**src/rtl/des_subkey_sequencer_if.sv**
```systemverilog
// Key-schedule request and subkey stream bundle; master is the sequencer, slave is the
// key register plus round core side that requests schedules and consumes subkeys.
interface des_subkey_sequencer_if;
  logic        start;
  logic        decrypt;
  logic [63:0] key;
  logic        busy;
  logic        sk_valid;
  logic        sk_ready;
  logic [47:0] sk;
  logic [3:0]  sk_round;
  logic        done;

  modport master (
    input  start, decrypt, key, sk_ready,
    output busy, sk_valid, sk, sk_round, done
  );

  modport slave (
    output start, decrypt, key, sk_ready,
    input  busy, sk_valid, sk, sk_round, done
  );
endinterface

```
**src/rtl/des_subkey_sequencer.sv**
```systemverilog
// DES key schedule issuing 16 PC-2 subkeys one per valid/ready transfer, first valid the
// cycle after start; C/D rotate left (encrypt, K1..K16) or right (decrypt, K16..K1) only on transfer.
module des_subkey_sequencer (
  input  logic                          clk,
  input  logic                          rst,
  des_subkey_sequencer_if.master        bus
);

  typedef enum logic {IDLE = 1'b0, ISSUE = 1'b1} state_e;

  localparam int PC1 [56] = '{
    57, 49, 41, 33, 25, 17,  9,  1, 58, 50, 42, 34, 26, 18,
    10,  2, 59, 51, 43, 35, 27, 19, 11,  3, 60, 52, 44, 36,
    63, 55, 47, 39, 31, 23, 15,  7, 62, 54, 46, 38, 30, 22,
    14,  6, 61, 53, 45, 37, 29, 21, 13,  5, 28, 20, 12,  4
  };

  localparam int PC2 [48] = '{
    14, 17, 11, 24,  1,  5,  3, 28, 15,  6, 21, 10,
    23, 19, 12,  4, 26,  8, 16,  7, 27, 20, 13,  2,
    41, 52, 31, 37, 47, 55, 30, 40, 51, 45, 33, 48,
    44, 49, 39, 56, 34, 53, 46, 42, 50, 36, 29, 32
  };

  // Entries of the 1-based shift table that are 1 (positions 1, 2, 9, 16); all others are 2.
  localparam logic [16:1] SHIFT_ONE = 16'b1000_0001_0000_0011;

  function automatic logic [55:0] pc1(input logic [63:0] k);
    logic [55:0] r;
    r = '0;
    for (int j = 0; j < 56; j++) r[55-j] = k[64-PC1[j]];
    return r;
  endfunction

  function automatic logic [47:0] pc2(input logic [55:0] cd);
    logic [47:0] r;
    r = '0;
    for (int j = 0; j < 48; j++) r[47-j] = cd[56-PC2[j]];
    return r;
  endfunction

  function automatic logic [27:0] rotl(input logic [27:0] x, input logic two);
    return two ? {x[25:0], x[27:26]} : {x[26:0], x[27]};
  endfunction

  function automatic logic [27:0] rotr(input logic [27:0] x, input logic two);
    return two ? {x[1:0], x[27:2]} : {x[0], x[27:1]};
  endfunction

  state_e      state_q, state_d;
  logic        mode_q, mode_d;
  logic [3:0]  n_q, n_d;
  logic [27:0] c_q, c_d, d_q, d_d;
  logic        done_q, done_d;

  logic [55:0] key_pc1;
  logic [4:0]  shift_idx;
  logic        shift_two;
  logic        xfer;

  assign key_pc1 = pc1(bus.key);
  assign xfer    = (state_q == ISSUE) && bus.sk_ready;

  always_comb begin
    shift_idx = 5'd1;
    if (n_q != 4'd15) shift_idx = mode_q ? (5'd16 - {1'b0, n_q}) : ({1'b0, n_q} + 5'd2);
  end
  assign shift_two = ~SHIFT_ONE[shift_idx];

  always_ff @(posedge clk) begin
    if (rst) begin
      state_q <= IDLE;
      mode_q  <= 1'b0;
      n_q     <= 4'd0;
      c_q     <= '0;
      d_q     <= '0;
      done_q  <= 1'b0;
    end else begin
      state_q <= state_d;
      mode_q  <= mode_d;
      n_q     <= n_d;
      c_q     <= c_d;
      d_q     <= d_d;
      done_q  <= done_d;
    end
  end

  always_comb begin
    state_d = state_q;
    mode_d  = mode_q;
    n_d     = n_q;
    c_d     = c_q;
    d_d     = d_q;
    done_d  = 1'b0;
    case (state_q)
      IDLE: begin
        if (bus.start) begin
          state_d = ISSUE;
          mode_d  = bus.decrypt;
          n_d     = 4'd0;
          // PC-1(key) is already C16/D16, so decrypt starts unrotated.
          if (bus.decrypt) begin
            c_d = key_pc1[55:28];
            d_d = key_pc1[27:0];
          end else begin
            c_d = rotl(key_pc1[55:28], 1'b0);
            d_d = rotl(key_pc1[27:0], 1'b0);
          end
        end
      end
      ISSUE: begin
        if (xfer) begin
          if (n_q == 4'd15) begin
            state_d = IDLE;
            done_d  = 1'b1;
          end else begin
            n_d = n_q + 4'd1;
            c_d = mode_q ? rotr(c_q, shift_two) : rotl(c_q, shift_two);
            d_d = mode_q ? rotr(d_q, shift_two) : rotl(d_q, shift_two);
          end
        end
      end
      default: state_d = IDLE;
    endcase
  end

  always_comb begin
    bus.busy     = (state_q == ISSUE);
    bus.sk_valid = (state_q == ISSUE);
    bus.sk_round = mode_q ? (4'd15 - n_q) : n_q;
    bus.sk       = pc2({c_q, d_q});
    bus.done     = done_q;
  end

endmodule

```
**src/flat_wrapper.sv**
```systemverilog
// flat-port wrapper written by rule: the top's interface ports become plain ports
module des_subkey_sequencer_flat 
  (clk, rst, bus_start, bus_decrypt, bus_key, bus_sk_ready, bus_busy, bus_sk_valid, bus_sk, bus_sk_round, bus_done);
  des_subkey_sequencer_if bus_i ();
  input  logic clk;
  input  logic rst;
  input wire logic [$bits(bus_i.start)-1:0] bus_start;
  input wire logic [$bits(bus_i.decrypt)-1:0] bus_decrypt;
  input wire logic [$bits(bus_i.key)-1:0] bus_key;
  input wire logic [$bits(bus_i.sk_ready)-1:0] bus_sk_ready;
  output wire logic [$bits(bus_i.busy)-1:0] bus_busy;
  output wire logic [$bits(bus_i.sk_valid)-1:0] bus_sk_valid;
  output wire logic [$bits(bus_i.sk)-1:0] bus_sk;
  output wire logic [$bits(bus_i.sk_round)-1:0] bus_sk_round;
  output wire logic [$bits(bus_i.done)-1:0] bus_done;
  assign bus_i.start = bus_start;
  assign bus_i.decrypt = bus_decrypt;
  assign bus_i.key = bus_key;
  assign bus_i.sk_ready = bus_sk_ready;
  assign bus_busy = bus_i.busy;
  assign bus_sk_valid = bus_i.sk_valid;
  assign bus_sk = bus_i.sk;
  assign bus_sk_round = bus_i.sk_round;
  assign bus_done = bus_i.done;
  des_subkey_sequencer u_core (.clk(clk), .rst(rst), .bus(bus_i));
endmodule
```
**config.mk**
```make
export PLATFORM = sky130hd
export DESIGN_NAME = des_subkey_sequencer_flat
export DESIGN_NICKNAME = d
export VERILOG_FILES = /design/src/rtl/des_subkey_sequencer_if.sv /design/src/rtl/des_subkey_sequencer.sv /design/src/flat_wrapper.sv
export SDC_FILE = /design/constraint.sdc
export NUM_CORES = 1
export LEC_CHECK = 0
export ABC_CLOCK_PERIOD_IN_PS = 3700
export BUFFER_PORTS_ARGS = -buffer_cell sky130_fd_sc_hd__buf_2
export CAP_MARGIN = 20
export CELL_PAD_IN_SITES_DETAIL_PLACEMENT = 1
export CELL_PAD_IN_SITES_GLOBAL_PLACEMENT = 1
export CORE_ASPECT_RATIO = 0.75
export CORE_MARGIN = 4
export CORE_UTILIZATION = 35
export CTS_CLUSTER_DIAMETER = 100
export DETAILED_ROUTE_END_ITERATION = 6
export GPL_TIMING_DRIVEN = 0
export PLACE_DENSITY_LB_ADDON = 0.1
export SYNTH_ARGS = -nofsm -noshare
export SYNTH_HDL_FRONTEND = slang
export SYNTH_SLANG_ARGS = --single-unit
```
**constraint.sdc**
```tcl
create_clock -name clk -period 3.7 [get_ports clk]
set_input_delay 0.74 -clock clk [delete_from_list [all_inputs] [get_ports clk]]
set_output_delay 0.74 -clock clk [all_outputs]
set_load 0.02 [all_outputs]
```
=== After elaboration in Yosys (flattened, before gate mapping) ===
Memories as Yosys holds them, arrays and structs flattened.
Index checks and enable logic that the tools add are counted.
Widths: inputs -> output; s select.

* Logic and storage cells: 52
* Flip-flop bits (word level): 63
* Output and inout port bits: 55
* Memory bits (read-only): 32
* Memories kept: 1
* Input bits: 69

* Muxes and demuxes: 29
* Bitwise operators: 2
* Add/sub/neg operators: 4
* Reductions and logical operators: 4
* Equal/unequal tests: 5
* Magnitude comparators: 1

{| class="wikitable"
|+ Memory list
! memory !! depth !! bits a word !! read ports !! clocked after Yosys merged registers in !! wr ports !! line !! source
|-
| (name not given) || 32 || 1 || 1 || 0 || 0 || des_subkey_sequencer.sv:68 || <nowiki>assign shift_two = ~SHIFT_ONE[shift_idx];</nowiki>
|}

{| class="wikitable"
|+ Operators with widths
! operator !! count
|-
| $mux 28 || 14
|-
| $pmux 28 s2 || 2
|-
| $mux 4 || 4
|-
| $mux 5 || 2
|-
| $pmux 4 s2 || 1
|-
| $lt 5x6->1 const B || 1
|-
| $ne 2x2->1 const B || 3
|-
| $add 4x2->5 const B || 1
|-
| $mux 1 || 5
|-
| $sub 5x4->5 const A || 1
|-
| $add 4x1->4 const B || 1
|-
| $eq 4x4->1 const B || 1
|-
| $ne 4x4->1 const B || 1
|-
| $sub 4x4->4 const A || 1
|-
| $reduce_and 3->1 || 1
|-
| $reduce_or 3->1 || 1
|-
| $not 1->1 || 2
|-
| $pmux 1 s2 || 1
|-
| $reduce_and 2->1 || 1
|-
| $logic_and 1x1->1 || 1
|}

=== Longest topological paths before layout ===
Gate-level depths: netlist (run 1).

* Word-level depth: 10
* Mapped depth: 10
* Mapped depth without buffers: 8

=== Worst setup path before layout (run 1) ===
No wires, ideal clock.

* Path kind: reg2reg
* Start: reg u_core.n_q[0]
* End: reg u_core.d_q[5]
* Path slack: 976 ps
* Stages on the path, launching flop included: 11
* Data required time: 3,568 ps
* Buffers on the path: 2
* Arrival: 2,591 ps
* Setup time: 132 ps
* Cell sequence: dfxtp_1 > clkbuf_1 > inv_2 > ha_1 > nand2b_1 > a32o_1 > o311ai_4 > buf_2 > mux2_1 > nor3_1 > a21oi_1

* Word-level cells in the longest chain between the ends: 10
* Elaborated cells on any way between the ends: 16

{| class="wikitable"
|+ RTL lines
! element !! line !! source
|-
| start: declaration || des_subkey_sequencer.sv:52 || <nowiki>logic [3:0] n_q, n_d;</nowiki>
|-
| start signal: assignment || des_subkey_sequencer.sv:81 || <nowiki>n_q <= n_d;</nowiki>
|-
| $sub 5x4->5 or $add 4x2->5 (tied branches) || des_subkey_sequencer.sv:66 || <nowiki>if (n_q != 4'd15) shift_idx = mode_q ? (5'd16 - {1'b0, n_q}) : ({1'b0, n_q} + 5'd2);</nowiki>
|-
| $mux 5 (2 in a row) || des_subkey_sequencer.sv:66 ||
|-
| $mem_v2 32x1 || -- ||
|-
| $mux 1 (implied by the code) || des_subkey_sequencer.sv:68 ||
|-
| $mux 28 (on tied branches) || des_subkey_sequencer.sv:43, des_subkey_sequencer.sv:47 ||
|-
| $mux 28 || des_subkey_sequencer.sv:119 || <nowiki>d_d = mode_q ? rotr(d_q, shift_two) : rotl(d_q, shift_two);</nowiki>
|-
| $mux 28 || des_subkey_sequencer.sv:113 || <nowiki>if (n_q == 4'd15) begin</nowiki>
|-
| $mux 28 || des_subkey_sequencer.sv:112 || <nowiki>if (xfer) begin</nowiki>
|-
| $pmux 28 s2 || des_subkey_sequencer.sv:95 || <nowiki>case (state_q)</nowiki>
|-
| end signal: assignment || des_subkey_sequencer.sv:76 || <nowiki>d_q <= '0;</nowiki>
|-
| end signal: assignment || des_subkey_sequencer.sv:83 || <nowiki>d_q <= d_d;</nowiki>
|-
| end: declaration || des_subkey_sequencer.sv:53 || <nowiki>logic [27:0] c_q, c_d, d_q, d_d;</nowiki>
|}

Several ways; a longest one is shown, not always the timed one. The select of a mux whose other input is x is not followed.
A chain may end at the register's enable or synchronous reset.

=== Worst setup path after layout (run 1) ===
* Start: reg u_core.n_q[0]
* End: reg u_core.d_q[2]

The elaborated chain is that of the path after synthesis.

==> run summary, run 1 <==
global-route wire length before repair: 40.5 mm
arrival time worst endpoint: 3.88 ns
Cells after Synth: 728
antenna-violating nets left: 0
die area: 17,800 um2
cts hold-fix bufs: 0
Cell Area, Synth: 5500 um2
Top FF cell, synth: dfxtp_1
Hold WS: 0.599 ns
Skew-Pair Late Insertion Delay: 0.35 ns
worst slew pin tran: 0.961 ns
gpl congestion: 0.926
initial antenna violation count: 0
pin count of the biggest net entering global routing: 11
Hold Violations, Final: 0
ys async rst share: 0
Min-Delay Path Class: reg -> reg
Initial DRT Pass Iterations: 5
clk_skew: 0.00573 ns
Final nets: 930
DRC violations left: 0
slowest CP cell: nor2_1
clock buffer depth: 2
unrepaired setup endpoints after global routing: false
row cnt: 39
critical path class: reg -> reg
post-layout instance area: 6700 um2
Critical Path RT: 3.98 ns
CTS tree: done
Seq/Total Area, Yosys: 0.229
Final setup viols: 0
Final Max Slew Viols: 0
number of max-cap violations: 0
syn_nets: 801
final core utilization: 0.437
crit start category: register
leading cell types by count after synthesis: nor2_1, mux2i_1, dfxtp_1, a21oi_1, nand2_1
FMAX: 278 MHz
routed via count: 6,632
total wire length: 27.3 mm
GR Overflow Total: 0
fin crit share: 0.974
synth unique cells: 57
ranking of synthesized cells by area: dfxtp_1, mux2i_1, buf_4
H-tree levels: 3
slowest stage delay, CP: 0.66 ns
status: complete, no violations
layout cells sized above 1: 0.242
top-count cell post-synth: nor2_1
top-area cell type share of the netlist area: 0.229
clock-pin transition on the worst setup and hold timing paths: 0.06 ns
VDD IR max: 0.000231 V
Core ar.: 15,300 um2
Die Y-Extent: 117 um
area grow syn2layout: 21.7%
element type at the critical path end: register
Yosys reg bits: 63
clock sinks: 63
crit-path max FO: 10
Yosys top cell by area: dfxtp_1
placed cell areas: 6340 um2
EDFF count, synth: 0
min Tclk post-route: 3.60 ns
Final HPWL DP: 19.9 mm
Max-slew headroom: 0.359
clock root cell: clkbuf_16
setup_tns: 0 ns
Num CTS Buffers: 9
Initial Util: 0.359
Leak: 2.93 nW
All-Layer GR Usage: 0.297
Antenna Cells: 0
chip width: 153 um
crit-path cells: clkbuf_1 > inv_2 > ha_1 > nand2b_1 > a32o_1 > o211ai_1 > nor2_1 > clkbuf_1 > a221oi_1 > a21oi_1
PwrDens: 368 nW/um2
vias in the first global route: 6,492
I/O pin cnt: 124
Port Buffers: 114
Critical Path Most Common Cell: clkbuf_1
drt wl/cell: 25.6 um
Avg Inst Size Synth: 7.56 um2
yosys warns: 0
DR iter-0 viols: 639
vias per std cell: 6.22
final timing paths:
kind              depth (start not counted)         endpoint            start  slack [ns]
hold reg to reg                           1  u_core.bus.done  u_core.bus.busy        0.60
hold / removal                            1  u_core.bus.done  u_core.bus.busy        0.60
setup reg to reg                         10    u_core.d_q[2]    u_core.n_q[0]         0.1
setup / recovery                         10    u_core.d_q[2]    u_core.n_q[0]         0.1
kinds of logic after synthesis:
kind of cell / synth area share
buffers and inverters: 0.118
AOI/OAI and AO/OA: 0.282
and+or+nand+nor: 0.169
muxes: 0.177
xor gates and xnor gates: 0.0157
adders and majority gates: 0.00909
DFF: 0.229
per-stage QoR:
stage,worst slack (ns),cells,power (mW)
after floorplan,0.976,728,1.26
after global placement,0.167,1047,1.52
after detailed placement,0.149,1048,1.53
after CTS,0.0493,1064,2.44
after global routing,0.0108,1067,2.55
final,0.0979,1067,2.47
per-layer routing:
layer  wire length, um  track usage  vias to the layer above  part of all wire
met2             11400        0.432                      409              0.42
met5                 0            0                        -                 0
met1             12400        0.427                     3260              0.46
li1                  -            -                     2921                 -
met3              2970       0.0767                       42              0.11
met4               516       0.0991                        0             0.019
state kept, by name, summed over array words and instances, names as in the netlist:
register and count:
u_core.d_q 28, u_core.bus.busy 1, u_core.bus.done 1, u_core.n_q 4, u_core.mode_q 1, u_core.c_q 28
worst max-delay path: cells and delay by family (launching register included):
kind,cells,cell delay (ns)
adder cells (fa/ha/maj),1,0.37
flip-flops,1,0.33
buffers and inverters,3,1.07
AO/OA/AOI/OAI,4,0.91
AND/OR/NAND/NOR,2,0.82
power breakdown:
group,switching [mW],internal [mW],total [mW]
Sequential,0.0952,0.726,0.821
Clock,0.342,0.575,0.916
Combinational,0.445,0.283,0.728
repair_timing:
| item | in CTS | in global routing |
|---|---|---|
| setup endpoints to repair | 0 | 19 |
| gates resized for setup | 0 | 3 |
| setup buffers | 0 | 3 |
| hold endpoints to repair | 0 | 0 |
layout make-up:
type                            instances  area, um2
Timing Repair Buffer                  118        613
Clock inverter                          3       40.0
Tap cell                              205        256
Fill cell                            1985       8630
Multi-Input combinational cell        550       3600
Clock buffer                           13        270
Buffer                                109        629
Sequential cell                        63       1260
Inverter                                6       22.5
cells in the final DEF (no fill, tap or decap), types with 11 or more instances in the layout:
| cell type | n |
|---|---|
| buf_2 | 124 |
| nor2_1 | 101 |
| mux2i_1 | 68 |
| dfxtp_1 | 63 |
| a21oi_1 | 58 |
| buf_4 | 54 |
| nand2_1 | 54 |
| a31oi_1 | 40 |
| clkbuf_1 | 35 |
| o22ai_1 | 21 |
| nor3_1 | 21 |
| mux2_1 | 21 |
| a221oi_1 | 20 |
| and3_1 | 14 |
| o21ai_1 | 14 |
| o21ai_0 | 14 |
| buf_1 | 11 |
Note: power is estimated with default switching activity, not from simulation.
==> run 2: changes to the inputs <==
- PLACE_DENSITY: not set -> 0.71
- PLACE_DENSITY_LB_ADDON: 0.1 -> not set
==> run summary, run 2 (synthesis gave the netlist of run 1 again) <==
Critical Path RT: 2.96 ns (was 3.98 ns)
placed cell areas: 6340 um2 (unchanged)
layout cells sized above 1: 0.238 (was 0.242)
Leak: 2.89 nW (was 2.93 nW)
slowest CP cell: buf_1 (was nor2_1)
Core ar.: 15,300 um2 (unchanged)
routed via count: 6,629 (was 6,632)
grt peak-use layer: met2 (unchanged)
VDD IR max: 0.000239 V (was 0.000231 V)
DP Worst Slack: 0.135 ns (was 0.149 ns)
post-layout instance area: 6630 um2 (was 6700 um2)
worst slew pin tran: 0.982 ns (was 0.961 ns)
clock sinks: 63 (unchanged)
clock-pin transition on the worst setup and hold timing paths: 0.05 ns (was 0.06 ns)
commonest cells after routing, fill and taps aside: buf_2, nor2_1, mux2i_1 (unchanged)
GR Overflow Total: 0 (unchanged)
Initial Util: 0.359 (unchanged)
Final Max Slew Viols: 0 (unchanged)
Die Y-Extent: 117 um (unchanged)
row cnt: 39 (unchanged)
drt wl/cell: 25.1 um (was 25.6 um)
Initial DRT Pass Iterations: 5 (unchanged)
unrepaired setup endpoints after global routing: false (unchanged)
antenna-violating nets left: 0 (unchanged)
I/O pin cnt: 124 (unchanged)
min Tclk post-route: 3.54 ns (was 3.60 ns)
Min-Delay Path Class: reg -> reg (unchanged)
Hold Crit Endpoint: u_core.bus.done (unchanged)
gpl congestion: 0.976 (was 0.926)
setup_tns: 0 ns (unchanged)
Final HPWL DP: 20.0 mm (was 19.9 mm)
M1 GR Usage: 0.414 (was 0.427)
DRC violations left: 0 (unchanged)
clock root cell: clkbuf_16 (unchanged)
reg2reg path depth: 10 (unchanged)
Final Worst Setup Slack: 0.160 ns (was 0.0979 ns)
vias in the first global route: 6,596 (was 6,492)
CTS tree: done (unchanged)
slowest stage delay, CP: 0.71 ns (was 0.66 ns)
Hold Violations, Final: 0 (unchanged)
reg-to-reg slack, setup: 0.19 ns (was 0.1 ns)
commonest non-fill, non-tap cell in the layout: buf_2 (unchanged)
crit start category: register (unchanged)
FMAX: 282 MHz (was 278 MHz)
hold depth: 1 (unchanged)
Max-slew headroom: 0.346 (was 0.359)
Num CTS Buffers: 9 (unchanged)
area grow syn2layout: 20.5% (was 21.7%)
H-tree levels: 3 (unchanged)
PwrDens: 361 nW/um2 (was 368 nW/um2)
number of max-cap violations: 0 (unchanged)
Final setup viols: 0 (unchanged)
arrival time worst endpoint: 2.80 ns (was 3.88 ns)
M3 GR Usage: 0.0756 (was 0.0767)
initial antenna violation count: 0 (unchanged)
crit-path cells: buf_2 > buf_1 > buf_1 > xor2_1 > buf_2 (was clkbuf_1 > inv_2 > ha_1 > nand2b_1 > a32o_1 > o211ai_1 > nor2_1 > clkbuf_1 > a221oi_1 > a21oi_1)
element type at the critical path end: primary output (was register)
Skew-Pair Late Insertion Delay: 0.35 ns (about the same)
total wire length: 26.7 mm (was 27.3 mm)
die area: 17,800 um2 (unchanged)
status: complete, no violations (unchanged)
pin count of the biggest net entering global routing: 11 (unchanged)
biggest regs: u_core.c_q (28), u_core.d_q (28), u_core.n_q (4) (unchanged)
min-delay src: u_core.bus.busy (unchanged)
DR iter-0 viols: 703 (was 639)
crit-path max FO: 10 (unchanged)
fin crit share: 0.957 (was 0.974)
All-Layer GR Usage: 0.293 (was 0.297)
source of the worst register-to-register timing path: u_core.n_q[0] (unchanged)
vias per std cell: 6.24 (was 6.22)
critical path class: reg -> out (was reg -> reg)
clk_skew: 0.00879 ns (was 0.00573 ns)
Antenna Cells: 0 (unchanged)
global-route wire length before repair: 40.3 mm (was 40.5 mm)
clock buffer depth: 2 (unchanged)
met2 usage: 0.442 (was 0.432)
Port Buffers: 114 (unchanged)
Final nets: 927 (was 930)
Worst R2R End: u_core.d_q[27] (was u_core.d_q[2])
chip width: 153 um (unchanged)
==> run 2: cell type report <==
cell class                 instances  area (um2)
tap                              205         256
buffer                           109         629
clock buffer                      11         233
sequential                        63        1260
clock inverter                     4        47.5
timing repair buffer             115         578
fill                            1972        8690
multi-input combinational        550        3600
inverter                           6        22.5
==> run 2: how the worst max path moves through the flow <==
stage	depth (start not counted)	slack, ns	end	startpoint
finish	5	0.16	bus_sk_round[3]	u_core.mode_q
global route	10	0.007	u_core.d_q[1]	u_core.n_q[0]
CTS	10	0.10	u_core.d_q[10]	u_core.n_q[0]
detailed placement	10	0.13	u_core.d_q[2]	u_core.n_q[0]
global placement	10	0.18	u_core.d_q[10]	u_core.n_q[0]
floorplan	10	0.98	u_core.d_q[5]	u_core.n_q[0]
==> run 2: timing repair <==
item	in CTS	in global routing
setup buffers	0	0
hold buffers	0	0
endpoints found under the setup margin	0	17
resized for setup	0	3
==> run 2: routing by layer <==
layer | up-vias | part of all wire
met5 | - | 0
met4 | 0 | 0.022
met2 | 397 | 0.42
li1 | 2918 | -
met1 | 3263 | 0.45
met3 | 51 | 0.10
==> run 2: stage by stage <==
stage / power [mW] / hold WS [ns] / instances / util
6_report: 2.40 / 0.599 / 1063 / 0.433
5_1_grt: 2.48 / 0.629 / 1063 / 0.433
4_1_cts: 2.38 / 0.597 / 1063 / 0.432
3_5_place_dp: 1.53 / 0.584 / 1048 / 0.414
3_3_place_gp: 1.51 / 0.572 / 1047 / 0.413
2_1_floorplan: 1.26 / 0.526 / 728 / -
==> run 2: where the power goes <==
group          leakage, nW  internal (mW)  switching (mW)
clock network        0.135          0.516           0.340
registers            0.516          0.726          0.0972
logic                 2.24          0.279           0.437
total                 2.89           1.52           0.874
==> run 2: worst max-delay path, delay by kind of cell (launching register included) <==
| family | cells | cell delay [ns] |
|---|---|---|
| buf+inv | 4 | 1.73 |
| flops | 1 | 0.50 |
| xor+xnor | 1 | 0.23 |
==> run 3: changes to the inputs <==
- CORE_MARGIN: 4 -> 3
==> run summary, run 3 (synthesis gave the netlist of run 1 again) <==
PwrDens: 367 nW/um2 (was 361 nW/um2)
I/O pin cnt: 124 (unchanged)
sequential fraction of design power: 0.337 (was 0.344)
vias per std cell: 6.19 (was 6.24)
GR Overflow Total: 0 (unchanged)
final core utilization: 0.434 (was 0.433)
Initial DRT Pass Iterations: 5 (unchanged)
Post-CTS Setup Inserts: 0 (unchanged)
All-Layer GR Usage: 0.304 (was 0.293)
Final setup viols: 0 (unchanged)
drt wl/cell: 24.8 um (was 25.1 um)
Core ar.: 15,300 um2 (unchanged)
internal power: 1.56 mW (was 1.52 mW)
worst path bufs/invs: 3 (was 4)
clk_skew: 0.0112 ns (was 0.00879 ns)
row cnt: 39 (unchanged)
pin count of the biggest net entering global routing: 11 (unchanged)
DP Worst Slack: 0.167 ns (was 0.135 ns)
worst slew pin tran: 1.00 ns (was 0.982 ns)
clock sinks: 63 (unchanged)
slowest stage delay, CP: 0.56 ns (was 0.71 ns)
Critical Path RT: 3.98 ns (was 2.96 ns)
setup_tns: 0 ns (unchanged)
area of the multi-input gates: 3600 um2 (unchanged)
initial antenna violation count: 0 (unchanged)
largest delay contributor family on the critical path: compound AO/OA/AOI/OAI gates (was buffers and inverters)
Initial Util: 0.359 (unchanged)
fin crit share: 0.951 (was 0.957)
Antenna Cells: 0 (unchanged)
area grow syn2layout: 20.8% (was 20.5%)
crit-path max FO: 10 (unchanged)
status: complete, no violations (unchanged)
Critical Path Most Common Cell: clkbuf_1
antenna-violating nets left: 0 (unchanged)
die area: 17,300 um2 (was 17,800 um2)
vias in the first global route: 6,600 (was 6,596)
commonest cells after routing, fill and taps aside: buf_2, nor2_1, mux2i_1 (unchanged)
Min-Delay Path Class: reg -> reg (unchanged)
clock-pin transition on the worst setup and hold timing paths: 0.06 ns (was 0.05 ns)
combinational power share: 0.294 (was 0.299)
chip width: 151 um (was 153 um)
Port Buffers: 114 (unchanged)
H-tree levels: 3 (unchanged)
crit-path cells: clkbuf_1 > inv_2 > ha_1 > nand2b_1 > a32o_1 > o211ai_1 > clkbuf_1 > o21ai_0 > a311o_1 > a21oi_1 (was buf_2 > buf_1 > buf_1 > xor2_1 > buf_2)
Final nets: 927 (unchanged)
Leak: 2.90 nW (was 2.89 nW)
Final Worst Setup Slack: 0.182 ns (was 0.160 ns)
Final Max Slew Viols: 0 (unchanged)
register area: 1260 um2 (unchanged)
clock root cell: clkbuf_16 (unchanged)
CTS tree: done (unchanged)
Num CTS Buffers: 9 (unchanged)
filler cell count: 1,971 (was 1,972)
DR iter-0 viols: 483 (was 703)
commonest non-fill, non-tap cell in the layout: buf_2 (unchanged)
VDD IR max: 0.000220 V (was 0.000239 V)
placed cell areas: 6340 um2 (unchanged)
DRC violations left: 0 (unchanged)
cts hold-fix bufs: 0 (unchanged)
routed via count: 6,575 (was 6,629)
critical path class: reg -> reg (was reg -> out)
number of max-cap violations: 0 (unchanged)
FMAX: 284 MHz (was 282 MHz)
biggest regs: u_core.c_q (28), u_core.d_q (28), u_core.n_q (4) (unchanged)
crit start category: register (unchanged)
gpl congestion: 0.938 (was 0.976)
Die Y-Extent: 115 um (was 117 um)
arrival time worst endpoint: 3.79 ns (was 2.80 ns)
slowest CP cell: clkbuf_1 (was buf_1)
Sw Share: 0.360 (was 0.365)
element type at the critical path end: register (was primary output)
Clk pwr share: 0.369 (was 0.357)
Final HPWL DP: 19.6 mm (was 20.0 mm)
post-layout instance area: 6650 um2 (was 6630 um2)
Max-slew headroom: 0.330 (was 0.346)
min Tclk post-route: 3.52 ns (was 3.54 ns)
layout cells sized above 1: 0.238 (unchanged)
switching power: 879 uW (was 874 uW)
clock buffer depth: 2 (unchanged)
global-route wire length before repair: 39.9 mm (was 40.3 mm)
Skew-Pair Late Insertion Delay: 0.35 ns (about the same)
total wire length: 26.4 mm (was 26.7 mm)
unrepaired setup endpoints after global routing: false (unchanged)
Hold Violations, Final: 0 (unchanged)
[run 3: worst paths after layout]
kind | start | endpoint | slack (ns) | cells past startpoint
hold reg to reg | u_core.bus.busy | u_core.bus.done | 0.60 | 1
setup / recovery | u_core.n_q[0] | u_core.d_q[10] | 0.18 | 10
setup reg to reg | u_core.n_q[0] | u_core.d_q[10] | 0.18 | 10
hold / removal | u_core.bus.busy | u_core.bus.done | 0.60 | 1
[run 3: layout make-up]
class / count / share of cell area
multi-input combinational: 550 / 0.542
sequential: 63 / 0.190
buffer: 109 / 0.0945
timing repair buffer: 115 / 0.0869
clock buffer: 12 / 0.0386
tap: 205 / 0.0386
clock inverter: 3 / 0.00640
inverter: 6 / 0.00339
[run 3: power by group through the flow]
stage          clock network [mW]  registers, mW  logic (mW)
2_1_floorplan                   0          0.790       0.468
3_3_place_gp                    0          0.830       0.678
3_5_place_dp                    0          0.831       0.696
4_1_cts                     0.895          0.817       0.701
5_1_grt                     0.922          0.827       0.771
6_report                    0.900          0.822       0.716
[run 3: repair_timing]
| item | 4_1_cts | 5_1_grt |
|---|---|---|
| endpoints found under the setup margin | 0 | 15 |
| resized for setup | 0 | 1 |
| hold endpoints to repair | 0 | 0 |
[run 3: stage by stage]
step                      hold WS, ns  total power [mW]  std cells
after detailed placement        0.593              1.53       1048
after CTS                       0.606              2.41       1063
after global placement          0.569              1.51       1047
final                           0.603              2.44       1063
after global routing            0.646              2.52       1063
after floorplan                 0.526              1.26        728
[run 3: metal layers]
metal	global-route usage	wire, um
met5	0	0
met4	0.0767	381
met3	0.0977	2990
met2	0.447	11100
met1	0.430	11900
